<file path="config.mk">
export PLATFORM = sky130hd
export DESIGN_NAME = radio_timing_sequencer_flat
export DESIGN_NICKNAME = d
export VERILOG_FILES = /design/src/rtl/pa_RadioSeq.sv /design/src/rtl/radio_timing_sequencer_if.sv /design/src/rtl/radio_seq_dly_cnt.sv /design/src/rtl/radio_timing_sequencer.sv /design/src/flat_wrapper.sv
export SDC_FILE = /design/constraint.sdc
export NUM_CORES = 1
export LEC_CHECK = 0
export ABC_CLOCK_PERIOD_IN_PS = 2600
export CAP_MARGIN = 20
export CORE_MARGIN = 3
export CORE_UTILIZATION = 45
export CTS_BUF_LIST = sky130_fd_sc_hd__clkbuf_8
export DETAILED_ROUTE_END_ITERATION = 16
export GPL_TIMING_DRIVEN = 1
export HOLD_SLACK_MARGIN = 0.03
export MAX_ROUTING_LAYER = met4
export PLACE_DENSITY = 0.72
export RECOVER_POWER = 25
export SLEW_MARGIN = 20
export SYNTH_ARGS = -nofsm -noshare
export SYNTH_HDL_FRONTEND = slang
export SYNTH_SLANG_ARGS = --single-unit
</file>
<file path="constraint.sdc">
create_clock -name clk -period 2.6 [get_ports clk]
set_clock_uncertainty 0.2 [all_clocks]
set_input_delay 0.52 -clock clk [delete_from_list [all_inputs] [get_ports clk]]
set_output_delay 0.52 -clock clk [all_outputs]
set_load 0.02 [all_outputs]
</file>
<file path="src/rtl/pa_RadioSeq.sv">
// Shared types and sizing helpers for the radio timing sequencer.
// The state encoding and counter width are shared by the top level and its down-counter.
package pa_RadioSeq;

  typedef enum logic [2:0] {
    IDLE      = 3'd0,
    WAIT_PLL  = 3'd1,
    ARST_DLY  = 3'd2,
    STAGE1    = 3'd3,
    ACTIVE    = 3'd4,
    RAMP_DOWN = 3'd5,
    LOCKOUT   = 3'd6
  } state_t;

  // The counter must hold tArstFs, STAGE2_DLY-1 and PLL_TIMEOUT-1.
  function automatic int cnt_width(input int t_w, input int stage2_dly, input int pll_timeout);
    int w;
    w = t_w;
    if ($clog2(stage2_dly) > w) w = $clog2(stage2_dly);
    if ($clog2(pll_timeout) > w) w = $clog2(pll_timeout);
    return w;
  endfunction

  localparam int CNT_W_DEFAULT = cnt_width(8, 4, 200);

endpackage

</file>
<file path="src/rtl/radio_timing_sequencer_if.sv">
// Request/status bundle between the enable synchroniser and the radio timing sequencer.
interface radio_timing_sequencer_if #(
  parameter int SIZE_SPISLAVE_T_ARSTFS = 8
);

  logic                              radioEnableSynced;
  logic                              radioRxEnSynced;
  logic                              pllSettled;
  logic [SIZE_SPISLAVE_T_ARSTFS-1:0] tArstFs;
  logic                              radioEnable1;
  logic                              radioRxEn1;
  logic                              radioEnable2;
  logic                              radioRxEn2;
  logic                              busy;
  logic                              pllTimeoutErr;
  logic                              pllLostErr;

  modport master (
    output radioEnableSynced, radioRxEnSynced, pllSettled, tArstFs,
    input  radioEnable1, radioRxEn1, radioEnable2, radioRxEn2,
    input  busy, pllTimeoutErr, pllLostErr
  );

  modport slave (
    input  radioEnableSynced, radioRxEnSynced, pllSettled, tArstFs,
    output radioEnable1, radioRxEn1, radioEnable2, radioRxEn2,
    output busy, pllTimeoutErr, pllLostErr
  );

endinterface

</file>
<file path="src/rtl/radio_seq_dly_cnt.sv">
// Loadable down-counter shared by every timed state of the radio sequencer.
module radio_seq_dly_cnt #(
  parameter int W = 8
) (
  input  logic         clk,
  input  logic         rst_n,
  input  logic         load,
  input  logic [W-1:0] load_val,
  input  logic         dec,
  output logic         zero
);

  logic [W-1:0] cnt;

  always_ff @(posedge clk or negedge rst_n) begin
    if (!rst_n) begin
      cnt <= '0;
    end else if (load) begin
      cnt <= load_val;
    end else if (dec) begin
      cnt <= cnt - W'(1);
    end
  end

  assign zero = (cnt == '0);

endmodule

</file>
<file path="src/rtl/radio_timing_sequencer.sv">
// Staged radio enable sequencer: ordered power-up after PLL lock, reverse-order power-down.
// Define RADIO_SEQ_PLL_LOSS_EN to force LOCKOUT when the PLL drops while the radio is up.
module radio_timing_sequencer
  import pa_RadioSeq::*;
#(
  parameter int SIZE_SPISLAVE_T_ARSTFS = 8,
  parameter int STAGE2_DLY             = 4,
  parameter int PLL_TIMEOUT            = 200
) (
  input  logic                     clk,
  input  logic                     resetN,
  radio_timing_sequencer_if.slave  bus
);

  localparam int CNT_W = cnt_width(SIZE_SPISLAVE_T_ARSTFS, STAGE2_DLY, PLL_TIMEOUT);

  state_t             state;
  state_t             nxt;
  logic               rx_mode;
  logic               cnt_load;
  logic               cnt_dec;
  logic               cnt_zero;
  logic [CNT_W-1:0]   cnt_val;
  logic               loss_hit;
  logic               en;
  logic               tmo_err;
  logic               en1;
  logic               rx1;
  logic               en2;
  logic               rx2;
  logic               busy_q;

  assign en = bus.radioEnableSynced;

  radio_seq_dly_cnt #(.W(CNT_W)) u_dly_cnt (
    .clk      (clk),
    .rst_n    (resetN),
    .load     (cnt_load),
    .load_val (cnt_val),
    .dec      (cnt_dec),
    .zero     (cnt_zero)
  );

  always_comb begin
    nxt      = state;
    cnt_load = 1'b0;
    cnt_dec  = 1'b0;
    cnt_val  = '0;
    loss_hit = 1'b0;
`ifdef RADIO_SEQ_PLL_LOSS_EN
    loss_hit = !bus.pllSettled && (state inside {ARST_DLY, STAGE1, ACTIVE});
`endif
    case (state)
      IDLE: begin
        if (en) begin
          nxt      = WAIT_PLL;
          cnt_load = 1'b1;
          cnt_val  = CNT_W'(PLL_TIMEOUT - 1);
        end
      end
      WAIT_PLL: begin
        if (!en) begin
          nxt = IDLE;
        end else if (bus.pllSettled) begin
          nxt      = ARST_DLY;
          cnt_load = 1'b1;
          cnt_val  = CNT_W'(bus.tArstFs);
        end else if (cnt_zero) begin
          nxt = LOCKOUT;
        end else begin
          cnt_dec = 1'b1;
        end
      end
      ARST_DLY: begin
        if (loss_hit) begin
          nxt = LOCKOUT;
        end else if (!en) begin
          nxt = IDLE;
        end else if (cnt_zero) begin
          nxt      = STAGE1;
          cnt_load = 1'b1;
          cnt_val  = CNT_W'(STAGE2_DLY - 1);
        end else begin
          cnt_dec = 1'b1;
        end
      end
      STAGE1: begin
        if (loss_hit) begin
          nxt = LOCKOUT;
        end else if (!en) begin
          // Stage 2 never came up, so stage 1 can drop on the very next edge.
          nxt      = RAMP_DOWN;
          cnt_load = 1'b1;
          cnt_val  = '0;
        end else if (cnt_zero) begin
          nxt = ACTIVE;
        end else begin
          cnt_dec = 1'b1;
        end
      end
      ACTIVE: begin
        if (loss_hit) begin
          nxt = LOCKOUT;
        end else if (!en) begin
          nxt      = RAMP_DOWN;
          cnt_load = 1'b1;
          cnt_val  = CNT_W'(STAGE2_DLY - 1);
        end
      end
      RAMP_DOWN: begin
        if (cnt_zero) begin
          nxt = IDLE;
        end else begin
          cnt_dec = 1'b1;
        end
      end
      LOCKOUT: begin
        if (!en) begin
          nxt = IDLE;
        end
      end
      default: nxt = IDLE;
    endcase
  end

  // Outputs are decoded from the next state so they change on the same edge as the state.
  always_ff @(posedge clk or negedge resetN) begin
    if (!resetN) begin
      state   <= IDLE;
      rx_mode <= 1'b0;
      tmo_err <= 1'b0;
      busy_q  <= 1'b0;
      en1     <= 1'b0;
      rx1     <= 1'b0;
      en2     <= 1'b0;
      rx2     <= 1'b0;
    end else begin
      state <= nxt;
      if (state == IDLE && nxt == WAIT_PLL) begin
        rx_mode <= bus.radioRxEnSynced;
        tmo_err <= 1'b0;
      end else if (state == WAIT_PLL && nxt == LOCKOUT) begin
        tmo_err <= 1'b1;
      end
      busy_q <= (nxt != IDLE);
      en1    <= (nxt inside {STAGE1, ACTIVE, RAMP_DOWN});
      rx1    <= (nxt inside {STAGE1, ACTIVE, RAMP_DOWN}) && rx_mode;
      en2    <= (nxt == ACTIVE);
      rx2    <= (nxt == ACTIVE) && rx_mode;
    end
  end

`ifdef RADIO_SEQ_PLL_LOSS_EN
  logic lost_err;

  always_ff @(posedge clk or negedge resetN) begin
    if (!resetN) begin
      lost_err <= 1'b0;
    end else if (state == IDLE && nxt == WAIT_PLL) begin
      lost_err <= 1'b0;
    end else if (loss_hit) begin
      lost_err <= 1'b1;
    end
  end

  assign bus.pllLostErr = lost_err;
`else
  assign bus.pllLostErr = 1'b0;
`endif

  assign bus.radioEnable1  = en1;
  assign bus.radioRxEn1    = rx1;
  assign bus.radioEnable2  = en2;
  assign bus.radioRxEn2    = rx2;
  assign bus.busy          = busy_q;
  assign bus.pllTimeoutErr = tmo_err;

endmodule

</file>
<file path="src/flat_wrapper.sv">
// flat-port wrapper written by rule: the top's interface ports become plain ports
module radio_timing_sequencer_flat import pa_RadioSeq::*;
#(
  parameter int SIZE_SPISLAVE_T_ARSTFS = 8,
  parameter int STAGE2_DLY             = 4,
  parameter int PLL_TIMEOUT            = 200
)
  (clk, resetN, bus_radioEnableSynced, bus_radioRxEnSynced, bus_pllSettled, bus_tArstFs, bus_radioEnable1, bus_radioRxEn1, bus_radioEnable2, bus_radioRxEn2, bus_busy, bus_pllTimeoutErr, bus_pllLostErr);
  radio_timing_sequencer_if #(.SIZE_SPISLAVE_T_ARSTFS(SIZE_SPISLAVE_T_ARSTFS)) bus_i ();
  input  logic clk;
  input  logic resetN;
  input wire logic [$bits(bus_i.radioEnableSynced)-1:0] bus_radioEnableSynced;
  input wire logic [$bits(bus_i.radioRxEnSynced)-1:0] bus_radioRxEnSynced;
  input wire logic [$bits(bus_i.pllSettled)-1:0] bus_pllSettled;
  input wire logic [$bits(bus_i.tArstFs)-1:0] bus_tArstFs;
  output wire logic [$bits(bus_i.radioEnable1)-1:0] bus_radioEnable1;
  output wire logic [$bits(bus_i.radioRxEn1)-1:0] bus_radioRxEn1;
  output wire logic [$bits(bus_i.radioEnable2)-1:0] bus_radioEnable2;
  output wire logic [$bits(bus_i.radioRxEn2)-1:0] bus_radioRxEn2;
  output wire logic [$bits(bus_i.busy)-1:0] bus_busy;
  output wire logic [$bits(bus_i.pllTimeoutErr)-1:0] bus_pllTimeoutErr;
  output wire logic [$bits(bus_i.pllLostErr)-1:0] bus_pllLostErr;
  assign bus_i.radioEnableSynced = bus_radioEnableSynced;
  assign bus_i.radioRxEnSynced = bus_radioRxEnSynced;
  assign bus_i.pllSettled = bus_pllSettled;
  assign bus_i.tArstFs = bus_tArstFs;
  assign bus_radioEnable1 = bus_i.radioEnable1;
  assign bus_radioRxEn1 = bus_i.radioRxEn1;
  assign bus_radioEnable2 = bus_i.radioEnable2;
  assign bus_radioRxEn2 = bus_i.radioRxEn2;
  assign bus_busy = bus_i.busy;
  assign bus_pllTimeoutErr = bus_i.pllTimeoutErr;
  assign bus_pllLostErr = bus_i.pllLostErr;
  radio_timing_sequencer #(.SIZE_SPISLAVE_T_ARSTFS(SIZE_SPISLAVE_T_ARSTFS), .STAGE2_DLY(STAGE2_DLY), .PLL_TIMEOUT(PLL_TIMEOUT)) u_core (.clk(clk), .resetN(resetN), .bus(bus_i));
endmodule
</file>
Word-level counts from Yosys, hierarchy flattened --
Index checks and enable logic that the tools add are counted.
Word-level totals: register bits after elaboration 18, input bits 13
Cells by class: mux-type cells 35, eq/ne operators 11, reduce and logical (&&, ||, !) cells 12, $add $sub $neg 1
Operator list (count):
- $mux 8 | 6
- $mux 3 | 11
- $pmux 8 s4 | 1
- $pmux 3 s7 | 1
- $eq 3x3->1 const B | 6
- $mux 1 | 12
- $eq 3x2->1 const B | 3
- $logic_not 8->1 | 1
- $sub 8x1->8 const B | 1
- $eq 3x1->1 const B | 2
- $reduce_bool 3->1 | 2
- $logic_and 1x1->1 | 4
- $mux 2 | 2
- $pmux 1 s4 | 1
- $reduce_bool 2->1 | 2
- $reduce_or 2->1 | 2
- $logic_not 3->1 | 1
- $pmux 1 s3 | 1

Longest topological paths before layout --
Gate-level depths: netlist of run 1.
word-level depth 9, mapped depth 8, gate-level depth less buffers 7

By module --
Synthesis of run 1 repeated with hierarchy kept, for this count alone.
Unflattened totals: cells, all modules 126, area, all modules 1133.6 um^2
Modules (own cells, without submodules):
- radio_timing_sequencer | area an instance 659.4 um^2, times used 1, cells each 76, seq. area each 250.2 um^2
- radio_seq_dly_cnt | area an instance 474.2 um^2, times used 1, cells each 50, seq. area each 200.2 um^2

Worst setup path before layout of run 1 --
No wires, ideal clock.
path kind reg2reg, start register u_core.u_dly_cnt.cnt[0], end register u_core.u_dly_cnt.cnt[7], cell stages (with the launch flop) 9, setup slack 576 ps, data required time 2276 ps, library setup time 124 ps, data arrival time 1700 ps, path through dfrtp_1 -> inv_1 -> ha_1 -> nor4b_4 -> and2_1 -> buf_6 -> a211o_4 -> o21ai_1 -> a211o_1
Between the ends: word-level cells in the longest chain between the ends 6, elaborated cells on any way between the ends 13, classes of those cells 1 x add/sub; 10 x mux; 2 x reduce/logical
Ends and longest elaborated chain:
- start, declared | line radio_seq_dly_cnt.sv:13 | logic [W-1:0] cnt;
- start signal, assigned | line radio_seq_dly_cnt.sv:19 | cnt <= load_val;
- start signal, assigned | line radio_seq_dly_cnt.sv:21 | cnt <= cnt - W'(1);
- $logic_not 8->1 | line radio_seq_dly_cnt.sv:25 | assign zero = (cnt == '0);
- $mux 1
- $mux 1 | line radio_timing_sequencer.sv:64 | end else if (bus.pllSettled) begin
- $mux 1 | line radio_timing_sequencer.sv:62 | if (!en) begin
- $pmux 1 s3 | line radio_timing_sequencer.sv:53 | case (state)
- $reduce_bool 2->1 (no line)
Several ways; a longest one is shown, not always the timed one. The select of a mux whose other input is x is not followed. A chain may end at the register's enable or synchronous reset.

Worst setup path after layout of run 1 --
start input bus_radioEnableSynced, end register u_core.u_dly_cnt.cnt[1]
Between the ends: word-level cells in the longest chain between the ends 3, elaborated cells on any way between the ends 15, classes of those cells 14 x mux; 1 x reduce/logical
Ends and longest elaborated chain:
- start, declared | line flat_wrapper.sv:12 | input wire logic [$bits(bus_i.radioEnableSynced)-1:0] bus_radioEnableSynced;
- $mux 2 (tied with other cells) | line radio_timing_sequencer.sv:104 | end else if (!en) begin
- $pmux 8 s4 (tied with other cells) | line radio_timing_sequencer.sv:53
- $mux 8 / $reduce_bool 2->1 (equally long branches)
Several ways; a longest one is shown, not always the timed one.

==> results of run 1 <==
[final cells by class]
type / count / area, um2 / area share
multi-input combinational: 101 / 645.6 / 0.4503
tap: 28 / 35.03 / 0.02443
sequential: 18 / 450.4 / 0.3141
inverter: 7 / 26.28 / 0.01832
timing repair buffer: 24 / 221.5 / 0.1544
clock buffer: 4 / 55.05 / 0.03839
[worst max-delay path by stage]
stage                                    to  slack, ns  cells past startpoint
finish              u_core.u_dly_cnt.cnt[1]       0.31                      6
global route        u_core.u_dly_cnt.cnt[1]       0.18                      6
CTS                 u_core.u_dly_cnt.cnt[1]       0.31                      6
detailed placement  u_core.u_dly_cnt.cnt[1]       0.04                      6
global placement    u_core.u_dly_cnt.cnt[1]       0.09                      6
floorplan           u_core.u_dly_cnt.cnt[7]       0.58                      8
[flip-flops by register name, summed over array words and instances (netlist names)]
signal,flops
u_core.rx_mode,1
u_core.bus.radioEnable2,1
u_core.bus.radioRxEn1,1
u_core.bus.pllTimeoutErr,1
u_core.state,3
u_core.bus.radioRxEn2,1
u_core.bus.radioEnable1,1
u_core.u_dly_cnt.cnt,8
u_core.bus.busy,1
[per-stage QoR]
stage / cells / utilization / hold WS, ns / total power, W
after floorplan: 134 / - / 0.02441 / 0.001012
after global placement: 178 / 0.5909 / 0.2967 / 0.001195
after detailed placement: 178 / 0.5909 / 0.3126 / 0.001215
after CTS: 182 / 0.6144 / 0.3331 / 0.001446
after global routing: 182 / 0.6128 / 0.3542 / 0.001539
final: 182 / 0.6128 / 0.3323 / 0.001440
[where the power goes]
part | switching [W] | internal, W | leakage, nW
Sequential | 0.000152 | 0.000391 | 0.226
Combinational | 0.000333 | 0.000333 | 0.360
Clock | 0.0000965 | 0.000135 | 0.0288
Total | 0.000581 | 0.000859 | 0.615
[cell usage in the layout (no fill, tap or decap), types with 2 or more instances in the layout]
| master | n |
|---|---|
| dfrtp_1 | 18 |
| clkdlybuf4s50_1 | 17 |
| a21oi_1 | 11 |
| nand2_1 | 10 |
| nor2_1 | 10 |
| o21ai_0 | 9 |
| inv_1 | 7 |
| nand2b_1 | 6 |
| and2_1 | 5 |
| buf_4 | 5 |
| o22ai_1 | 4 |
| nand3_1 | 4 |
| clkbuf_8 | 4 |
| nor2b_1 | 3 |
| nor3_1 | 3 |
| and3_1 | 3 |
| xnor2_1 | 2 |
| a21o_1 | 2 |
| a22oi_1 | 2 |
| a211o_1 | 2 |
| a32oi_1 | 2 |
| o21ai_1 | 2 |
[routing by layer]
| metal | GRT usage | wire [um] | vias to the layer above |
|---|---|---|---|
| met4 | 0.05960 | 38 | 0 |
| met5 | - | 0 | - |
| met2 | 0.2675 | 1271 | 24 |
| met3 | 0.03678 | 122 | 4 |
| met1 | 0.2051 | 1176 | 513 |
| li1 | - | - | 516 |
[logic make-up (layout without fill, tap and decap cells)]
| family | Yosys count | in the layout | synth area share |
|---|---|---|---|
| compound gates | 45 | 45 | 0.2682 |
| flops | 18 | 18 | 0.3863 |
| xor+xnor | 2 | 2 | 0.01502 |
| other cells | 1 | 1 | 0.003216 |
| simple gates | 51 | 51 | 0.2468 |
| fa+ha+maj | 1 | 1 | 0.01073 |
| buf+inv | 15 | 35 | 0.06009 |
| mux | 1 | 1 | 0.009656 |
[critical path: cells and delay by family]
kind	cells	cell delay (ns)
AND/OR/NAND/NOR	1	0.21
buffers and inverters	1	0.65
AO/OA/AOI/OAI	4	0.86
==> results.py, run 1 <==
metrics = {
    "timing": {
        "fin_crit_ns": 2.290,
        "finalHoldViolCount": 0,
        "setup_viol_count_final": 0,
        "setup_ws_ns": 0.3101,
        "fmax_mhz": 436.7,
        "finalMaxSlewViolations": 0,
        "worst_slew_pin_slew_ns": 1.025,
        "period_share": 0.8807,
        "relSlewSlack": 0.3168,
        "final.setup.tns_ns": 0,
        "rsz0062_at_grt": "false",
    },
    "synthesis": {
        "synthDistinctLibCells": 45,
        "synth_area_per_cell_um2": 8.702,
        "ys_seq_area_frac": 0.3863,
        "ys_ff_latch": 18,
        "synth_common_cells": "dfrtp_1, a21oi_1, nand2_1, nor2_1, o21ai_0",
        "netlist_instances": 134,
        "synthesis.area_um2": 1166,
        "yosysTopAreaCell": "dfrtp_1",
        "synth_fp_nets": 148,
        "synth_edf_count": 0,
        "yosysTopAreaCellShare": 0.3863,
        "synthArstFlopShare": 1.000,
        "synth.area.top_cells": "dfrtp_1, a21oi_1, o21ai_0",
        "yosysWarnings": 0,
        "synth_ff_type": "dfrtp_1",
        "yosysMostFrequentCell": "dfrtp_1",
    },
    "drt": {
        "drc_errors": 0,
        "post_drt_wl_per_cell_um": 14.33,
        "vias": 1057,
        "dr.pass1.iters": 4,
        "initialDrtViolationCount": 33,
        "drt-vias-per-instance": 5.808,
        "wirelength_mm": 2.608,
        "postRouteAntennaNets": 0,
    },
    "layout": {
        "final_area_um2": 1434,
        "nFillCells": 225,
        "drive_gt1_frac": 0.1299,
        "diodes": 0,
        "fin_nets": 169,
        "synthToLayoutAreaGrowth_pct": 22.96,
    },
    "setup_path": {
        "critPathCaptureType": "flop",
        "regToRegStartpoint": "u_core.u_dly_cnt.cnt[0]",
        "reg2reg_slack_ns": 0.44,
        "cp_slowest_cell": "clkdlybuf4s50_1",
        "cp-start-kind": "input pin",
        "worstReg2RegEnd": "u_core.u_dly_cnt.cnt[7]",
        "crit_arrival_ns": 2.24,
        "r2r_cells": 7,
        "cpPeakStageDelay_ns": 0.65,
        "crit_start": "bus_radioEnableSynced",
        "criticalPathCategory": "input pin to flop",
        "path_max_fanout": 11,
        "crit_chain": "clkdlybuf4s50_1 -> nor2b_1 -> o211ai_1 -> a21oi_4 -> a21oi_1 -> o32a_1",
        "required_ns": 2.55,
    },
    "global_routing": {
        "grt_usage": 0.1667,
        "antenna_found_initial": 0,
        "grt.overflow.total": 0,
        "grt_start_max_net_pins": 21,
        "grt_pass1_vias": 952,
        "grt_pass1_wl_mm": 4.188,
    },
    "floorplan": {
        "dieArea_um2": 3238,
        "core_um2": 2340,
        "io_pins": 20,
        "die_w_um": 56.91,
        "die_height_um": 56.91,
        "rows": 17,
        "initial_utilization": 0.4984,
    },
    "clock_tree": {
        "root_buffer": "clkbuf_8",
        "htree_levels": 1,
        "path_clk_slew_ns": 0.07,
        "cts_buffer_depth": 2,
        "numCtsBuffers": 3,
        "cts_tree": "yes",
        "insertion_delay_ns": 0.26,
        "post_cts_resized": 0,
        "numClockSinks": 18,
        "cts_setup_buffers": 0,
        "hold_buffers": 0,
    },
    "pwr": {
        "p_per_area_nw_per_um2": 1004,
        "p_leak_nw": 0.6151,
        "peakVddDrop_v": 0.0006570,
    },
    "place": {
        "place_ws_ns": 0.03623,
        "io_buffer_count": 18,
        "place_area_um2": 1383,
        "gp_congestion": 0.8831,
        "hpwl_mm": 1.989,
    },
    "hold_path": {
        "whs_path_depth": 1,
        "worstHoldPathType": "flop to flop",
        "whs_endpoint": "u_core.bus.radioRxEn1",
        "hp-start": "u_core.rx_mode",
    },
    "job": {
        "maxCapViolCount": 0,
    },
    "status": {
        "outcome": "completed",
    },
}
Note: power is estimated with default switching activity, not from simulation.
==> run 2: changes to the inputs <==
--- a/config.mk
+++ b/config.mk
@@ -9,7 +9,7 @@
 export CAP_MARGIN = 20
 export CORE_MARGIN = 3
 export CORE_UTILIZATION = 45
-export CTS_BUF_LIST = sky130_fd_sc_hd__clkbuf_8
+export CTS_BUF_LIST = sky130_fd_sc_hd__clkbuf_16
 export DETAILED_ROUTE_END_ITERATION = 16
 export GPL_TIMING_DRIVEN = 1
 export HOLD_SLACK_MARGIN = 0.03
==> run 2 against run 1 <==
  * Total power increased by 5.4%
  * Via count is 1.3% lower
  * Worst setup slack got worse by 0.030 ns
  * Routed wire length rose by 0.46%
  * Sequential cell count stayed put
  * Fmax down 1.3%
  * Register-to-register slack barely moved
  * Critical path depth stayed put
  * Sequential share of layout area decreased by 0.51 points
  * Critical endpoint unchanged
  * Largest cell class unchanged
  * Largest power group unchanged
==> results.py, run 2 (synthesized netlist as in run 1, its figures left out) <==
metrics = {
    "status": {
        "outcome": "completed",
    },
    "drt": {
        "dr.pass1.iters": 4,
        "drt-vias-per-instance": 5.731,
        "wirelength_mm": 2.620,
        "drc_errors": 0,
        "vias": 1043,
        "post_drt_wl_per_cell_um": 14.40,
        "initialDrtViolationCount": 20,
        "postRouteAntennaNets": 0,
    },
    "layout": {
        "layout_commonest_cell": "dfrtp_1",
        "largest_register_ff_count": 8,
        "diodes": 0,
        "top_register": "u_core.u_dly_cnt.cnt",
        "top_regs": "u_core.u_dly_cnt.cnt: 8 flops, u_core.state: 3 flops",
        "drive_gt1_frac": 0.1234,
        "utilization": 0.6230,
        "final_cell_mix": "dfrtp_1, clkdlybuf4s50_1, a21oi_1",
        "final_area_um2": 1458,
        "synthToLayoutAreaGrowth_pct": 25.00,
        "fin_cells": 182,
        "fin_nets": 169,
    },
    "place": {
        "io_buffer_count": 18,
        "hpwl_mm": 1.989,
        "gp_congestion": 0.8831,
        "place_area_um2": 1383,
        "dp_cells": 178,
    },
    "global_routing": {
        "grt_pass1_wl_mm": 4.236,
        "grt_pass1_vias": 971,
        "antenna_found_initial": 0,
        "grt_usage": 0.1682,
        "grt_start_max_net_pins": 21,
        "grt.overflow.total": 0,
    },
    "setup_path": {
        "cp-start-kind": "input pin",
        "required_ns": 2.54,
        "path_max_fanout": 11,
        "cp_slowest_cell": "clkdlybuf4s50_1",
        "cpLargestDelayFamily": "compound AO/OA/AOI/OAI gates",
        "cpPeakStageDelay_ns": 0.65,
        "crit_chain": "clkdlybuf4s50_1 -> nor2b_1 -> o211ai_1 -> a21oi_4 -> a21oi_1 -> o32a_1",
        "crit_arrival_ns": 2.26,
        "criticalPathCategory": "input pin to flop",
        "critPathCaptureType": "flop",
        "path_buf_inv": 1,
        "r2r_cells": 7,
        "path_depth": 6,
    },
    "pwr": {
        "p_per_area_nw_per_um2": 1041,
        "peakVddDrop_v": 0.0007360,
        "p_leak_nw": 0.6249,
        "p_total_w": 0.001517,
    },
    "timing": {
        "fin_crit_ns": 2.320,
        "worst_slew_pin_slew_ns": 1.023,
        "period_share": 0.8924,
        "final.setup.tns_ns": 0,
        "relSlewSlack": 0.3179,
        "fmax_mhz": 431.0,
        "rsz0062_at_grt": "false",
        "setup_viol_count_final": 0,
        "finalMaxSlewViolations": 0,
        "finalHoldViolCount": 0,
    },
    "floorplan": {
        "dieArea_um2": 3238,
        "io_pins": 20,
        "core_um2": 2340,
        "die_w_um": 56.91,
        "initial_utilization": 0.4984,
        "rows": 17,
        "die_height_um": 56.91,
    },
    "clock_tree": {
        "path_clk_slew_ns": 0.05,
        "cts_setup_buffers": 0,
        "hold_buffers": 0,
        "root_buffer": "clkbuf_16",
        "insertion_delay_ns": 0.25,
        "htree_levels": 1,
        "cts_tree": "yes",
        "post_cts_resized": 0,
        "numCtsBuffers": 3,
        "cts_buffer_depth": 2,
        "numClockSinks": 18,
    },
    "hold_path": {
        "whs_path_depth": 1,
        "worstHoldPathType": "flop to flop",
    },
    "job": {
        "maxCapViolCount": 0,
    },
}
run 2: power breakdown:
| group | internal (W) | total (W) | leakage, nW | switching [W] |
|---|---|---|---|---|
| registers | 0.000392 | 0.000544 | 0.226 | 0.000152 |
| clock network | 0.000204 | 0.000309 | 0.0385 | 0.000104 |
| logic | 0.000333 | 0.000665 | 0.360 | 0.000332 |
run 2: final timing paths:
check	startpoint	end	slack (ns)
max	bus_radioEnableSynced	u_core.u_dly_cnt.cnt[1]	0.28
min	u_core.rx_mode	u_core.bus.radioRxEn1	0.32
max reg2reg	u_core.u_dly_cnt.cnt[0]	u_core.u_dly_cnt.cnt[7]	0.43
min reg2reg	u_core.rx_mode	u_core.bus.radioRxEn1	0.32
max in group asynchronous	resetN	u_core.state[2]	0.82
min in group asynchronous	resetN	u_core.bus.busy	0.76
run 2: metal layers:
metal,vias to the layer above,part of all wire,GRT usage
li1,516,-,-
met1,496,0.44,0.2051
met2,27,0.50,0.2773
met3,4,0.050,0.03678
met4,0,0.013,0.04967
met5,-,0,-
run 2: layout make-up:
class / instances / area, um2
Fill cell: 221 / 882.1
Multi-Input combinational cell: 101 / 645.6
Sequential cell: 18 / 450.4
Timing Repair Buffer: 24 / 221.5
Clock buffer: 3 / 75.07
Tap cell: 28 / 35.03
Inverter: 7 / 26.28
Clock inverter: 1 / 3.754
run 2: through the flow:
stage          hold WS, ns  setup WS [ns]
2_1_floorplan      0.02441         0.5765
3_3_place_gp        0.2967        0.08806
3_5_place_dp        0.3126        0.03623
4_1_cts             0.3293         0.2861
5_1_grt             0.3413         0.1384
6_report            0.3214         0.2797
